## src/rtl/imem_port_arbiter.sv

```systemverilog
// rtl/imem_port_arbiter.sv - shares one memory port between instruction fetch and load/store
// Data has priority; a burst counter forces a fetch after MAX_DATA_BURST data grants.
module imem_port_arbiter #(
  parameter int MAX_DATA_BURST = 4
) (
  input  logic        CLK,
  input  logic        RESET,
  input  logic        if_req,
  input  logic [31:0] if_addr,
  output logic [31:0] if_rdata,
  output logic        if_valid,
  output logic        FREEZE,
  input  logic        d_req,
  input  logic        d_we,
  input  logic [31:0] d_addr,
  input  logic [31:0] d_wdata,
  input  logic [3:0]  d_be,
  output logic [31:0] d_rdata,
  output logic        d_valid,
  output logic        d_stall,
  output logic        mem_req,
  output logic        mem_we,
  output logic [31:0] mem_addr,
  output logic [31:0] mem_wdata,
  output logic [3:0]  mem_be,
  input  logic        mem_ack,
  input  logic [31:0] mem_rdata
);

  localparam logic [3:0] BURST_MAX = 4'(MAX_DATA_BURST);

  typedef enum logic [1:0] {IDLE, BUSY_IF, BUSY_D} state_t;

  state_t     state;
  state_t     state_nx;
  logic [3:0] burst_cnt;
  logic       if_elig;
  logic       d_elig;
  logic       arb_en;
  logic       grant_if;
  logic       grant_d;
  logic       ack_if;
  logic       ack_d;

  always_ff @(posedge CLK or negedge RESET) begin
    if (!RESET) begin
      state <= IDLE;
    end else begin
      state <= state_nx;
    end
  end

  always_comb begin
    state_nx = state;
    case (state)
      IDLE: begin
        if (grant_d) begin
          state_nx = BUSY_D;
        end else if (grant_if) begin
          state_nx = BUSY_IF;
        end
      end
      BUSY_IF: begin
        if (mem_ack) begin
          state_nx = IDLE;
        end
      end
      BUSY_D: begin
        if (mem_ack) begin
          state_nx = IDLE;
        end
      end
      default: state_nx = IDLE;
    endcase
  end

  // Completion cycles are an arbitration bubble, so back-to-back data traffic
  // still sees the fetch competing and the burst guard can engage.
  always_comb begin
    if_elig  = if_req & ~if_valid;
    d_elig   = d_req & ~d_valid;
    arb_en   = (state == IDLE) & ~if_valid & ~d_valid;
    grant_d  = arb_en & d_elig & (~if_elig | (burst_cnt != BURST_MAX));
    grant_if = arb_en & if_elig & ~grant_d;
    ack_if   = (state == BUSY_IF) & mem_ack;
    ack_d    = (state == BUSY_D) & mem_ack;
    FREEZE   = if_req & ~if_valid;
    d_stall  = d_req & ~d_valid;
  end

  always_ff @(posedge CLK or negedge RESET) begin
    if (!RESET) begin
      burst_cnt <= 4'd0;
    end else if (grant_if) begin
      burst_cnt <= 4'd0;
    end else if (grant_d) begin
      if (!if_elig) begin
        burst_cnt <= 4'd0;
      end else if (burst_cnt != BURST_MAX) begin
        burst_cnt <= burst_cnt + 4'd1;
      end
    end
  end

  always_ff @(posedge CLK or negedge RESET) begin
    if (!RESET) begin
      mem_req   <= 1'b0;
      mem_we    <= 1'b0;
      mem_addr  <= 32'd0;
      mem_wdata <= 32'd0;
      mem_be    <= 4'd0;
    end else if (grant_d) begin
      mem_req   <= 1'b1;
      mem_we    <= d_we;
      mem_addr  <= d_addr;
      mem_wdata <= d_wdata;
      mem_be    <= d_be;
    end else if (grant_if) begin
      mem_req   <= 1'b1;
      mem_we    <= 1'b0;
      mem_addr  <= if_addr;
      mem_wdata <= 32'd0;
      mem_be    <= 4'hF;
    end else if (ack_if || ack_d) begin
      mem_req   <= 1'b0;
      mem_we    <= 1'b0;
    end
  end

  // mem_we still reflects the data transaction on its ack edge.
  always_ff @(posedge CLK or negedge RESET) begin
    if (!RESET) begin
      if_valid <= 1'b0;
      d_valid  <= 1'b0;
      if_rdata <= 32'd0;
      d_rdata  <= 32'd0;
    end else begin
      if_valid <= ack_if;
      d_valid  <= ack_d;
      if (ack_if) begin
        if_rdata <= mem_rdata;
      end
      if (ack_d && !mem_we) begin
        d_rdata <= mem_rdata;
      end
    end
  end

endmodule

```

## config.mk

```make
export PLATFORM = sky130hd
export DESIGN_NAME = imem_port_arbiter
export DESIGN_NICKNAME = d
export VERILOG_FILES = /design/src/rtl/imem_port_arbiter.sv
export SDC_FILE = /design/constraint.sdc
export NUM_CORES = 1
export LEC_CHECK = 0
export ABC_CLOCK_PERIOD_IN_PS = 2300
export CAP_MARGIN = 20
export CORE_ASPECT_RATIO = 2
export CORE_MARGIN = 5
export CORE_UTILIZATION = 43
export DETAILED_ROUTE_END_ITERATION = 7
export GPL_TIMING_DRIVEN = 0
export PLACE_DENSITY = 0.82
export SLEW_MARGIN = 20
export SYNTH_ARGS = -nofsm -noshare
export SYNTH_HDL_FRONTEND = slang
export SYNTH_SLANG_ARGS = --single-unit
```

## constraint.sdc

```tcl
create_clock -name CLK -period 2.3 [get_ports CLK]
set_clock_uncertainty 0.15 [all_clocks]
set_input_delay 0.345 -clock CLK [delete_from_list [all_inputs] [get_ports CLK]]
set_output_delay 0.345 -clock CLK [all_outputs]
set_load 0.02 [all_outputs]
```

==> metrics.md <==
| Metric | Value |
|---|---|
| Status | `finished clean` |
| Final setup TNS | `0 ns` |
| Syn_area_per_cell | `14.9 um^2` |
| GPL Wtd Cong | `0.800` |
| Setup slack after layout | `0.0426 ns` |
| Clock sink count | `142` |
| Area Growth Syn to Fin | `56.8%` |
| Fillers | `1049` |
| Synthesized flop and latch total | `142` |
| Initial antenna violation count | `0` |
| Cell Chain, Critical Path | `clkdlybuf4s50_1 -> inv_1 -> nor2_1 -> clkdlybuf4s50_1` |
| Fin crit share | `98.1%` |
| Post-synthesis cell area | `0.00634 mm^2` |
| Proportion of layout cells with a drive suffix above 1 | `28.2%` |
| Antenna cells | `0` |
| H-tree lvl count | `4` |
| CTS Buf Count | `17` |
| Bufs on Longest Clock Path | `2` |
| Input/output buffers | `275` |
| Clk_lat worst skew | `0.40 ns` |
| Dpl hpwl | `15.3 mm` |
| CP required | `1.80 ns` |
| Most frequent CP cell | `clkdlybuf4s50_1` |
| Vias | `4795` |
| Final slew viol count | `0` |
| Tightest Pin Transition | `0.583 ns` |
| Cell variety after synth | `38` |
| Pleak | `4.52 nW` |
| # IOs | `276` |
| Post-route ant nets | `0` |
| Crit path max fanout | `5` |
| Largest net degree at the start of global routing | `73` |
| RSZ-0062 raised after global routing | `no` |
| Pre-antenna DRT Iters | `4` |
| DRC violations left | `0` |
| Clk Tree Root Cell | `clkbuf_16` |
| Finished Layout Cells | `926` |
| DP Cell Count | `892` |
| Multi-input gate area | `0.00254 mm^2` |
| GR Util All Layers | `22.6%` |
| Drt initial violations | `103` |
| Setup violators final | `0` |
| Delay-heaviest family, CP | `buffers and inverters` |
| CTS tree | `built` |
| Final hold viol count | `0` |
| Critical Path End Type | `output pin` |
| Fin crit period | `2.26 ns` |
| WL final | `19.7 mm` |
| Layout Nets | `864` |
| Delay of the slowest cell on the worst path | `0.64 ns` |
| CP arrival | `1.76 ns` |
| Vias per std cell | `5.18` |
| Worst hold path type | `in2reg` |
| Syn_nets | `567` |
| Crit path kind | `in2out` |
| Place WS | `-0.244 ns` |
| Die height | `182 um` |
| Core region area | `0.0144 mm^2` |
| Critical path buffers and inverters | `3` |
| Global route overflow | `0` |
| Sequential element share of the synthesized area | `56.1%` |
| Pwr Total | `0.0146 W` |
| Post-layout utilization of the core | `68.9%` |
| Die Span X | `95.9 um` |
| CTS clk-pin slew, worst paths | `0.06 ns` |
| Most frequent cells in the layout | `clkdlybuf4s50_1 (274), dfrtp_1 (142), mux2_2 (67)` |
| Cell at the slowest stage of the critical path | `clkdlybuf4s50_1` |
| Mapped Cells | `424` |
| Peak VDD IR | `0.785 mV` |
| PD cells | `1470 mW/mm^2` |
| Total of max-cap violations | `0` |
| Initial core utilization | `43.9%` |
| Reg area | `0.00355 mm^2` |
| Element type at the critical path start | `input pin` |
| Max-slew headroom | `61.1%` |
| Global-route wire length before repair | `30.0 mm` |
| Total Die Area | `0.0174 mm^2` |
| DR WL/cell | `21.2 um` |
| Vias in the first global route | `5588` |
| Yosys warns | `0` |
| FP Rows | `62` |
| Commonest non-fill, non-tap cell in the layout | `clkdlybuf4s50_1` |
| Max frequency | `443 MHz` |
[state kept, by name (all words and copies together) (netlist names)]
register and cells:
state 2, if_valid 1, d_rdata 32, mem_addr 32
burst_cnt 4, mem_wdata 32, mem_be 4, mem_we 1
d_valid 1, mem_req 1, if_rdata 32
[final cells by class]
type	instances	share of cell area [%]
sequential	142	35.8
timing repair buffer	278	28.2
multi-input combinational	243	25.6
clock buffer	19	4.46
tap	192	2.42
buffer	29	2.13
clock inverter	13	1.06
inverter	10	0.378
[layer usage]
metal	global-route usage [%]	up-vias	wire length, um
met5	0	-	0
li1	-	2140	-
met3	6.84	51	1470
met1	21.4	2389	6300
met2	42.6	215	11100
met4	9.98	0	796
[synthesized netlist by cell type, drive strengths merged]
cell type / n / area (um^2)
dfrtp: 142 / 3550
mux2: 129 / 1680
and3: 33 / 206
a31o: 32 / 280
buf: 22 / 184
inv: 10 / 37.5
clkbuf: 7 / 26.3
nand2: 6 / 25.0
nor2: 6 / 22.5
ha: 5 / 62.6
mux2i: 5 / 50.1
and4bb: 3 / 37.5
nand2b: 3 / 18.8
o21ai: 3 / 15.0
a21oi: 2 / 10.0
a32o: 2 / 20.0
and2: 2 / 12.5
a2111oi: 1 / 8.76
a211oi: 1 / 7.51
a21o: 1 / 7.51
a221o: 1 / 10.0
a41o: 1 / 10.0
and2b: 1 / 7.51
nand3: 1 / 5.00
nand4b: 1 / 8.76
nand4bb: 1 / 11.3
nor2b: 1 / 6.26
nor3b: 1 / 7.51
o2bb2ai: 1 / 8.76
[power breakdown]
part           internal (W)  switching, W  total, W
Sequential          0.00368      0.000668   0.00435
Clock               0.00143       0.00112   0.00255
Combinational       0.00423       0.00345   0.00768
[final timing paths]
check	startpoint	slack (ns)	cells past startpoint	end
worst max register to register	state[0]	0.17	7	d_rdata[11]
max in group asynchronous	RESET	0.89	3	if_rdata[6]
worst min register to register	mem_req	0.35	2	mem_req
worst min-delay path	d_be[0]	0.34	3	mem_be[0]
worst max-delay path	d_req	0.04	4	d_stall
min in group asynchronous	RESET	0.37	2	mem_addr[27]
[worst min-delay path: stages]
cell             delay (ns)
clkdlybuf4s50_1        0.40
inv_1                  0.05
mux2i_1                0.05
[kinds of logic (layout without fill, tap and decap cells)]
logic type,count (synthesis),count (layout),synth area share [%]
AOI/OAI and AO/OA,45,45,5.96
and+or+nand+nor,59,59,5.82
DFF,142,142,56.1
muxes,134,134,27.3
buffers and inverters,39,349,3.91
adders and majority gates,5,5,0.987
[what timing repair did]
action | in CTS | in global routing
endpoints found under the setup margin | 0 | 37
endpoints found under the hold margin | 71 | 0
buffers inserted | 0 | 1
gates resized for setup | 0 | 3
hold buffers | 1 | 0
[metrics by stage]
stage,area [um^2],hold WS [ns]
finish,9940,0.340
floorplan,6340,-0.101
global route,9940,0.345
CTS,9920,0.332
detailed placement,9360,0.199
global placement,9330,0.329
No activity file was read; power rests on OpenSTA's default activity.
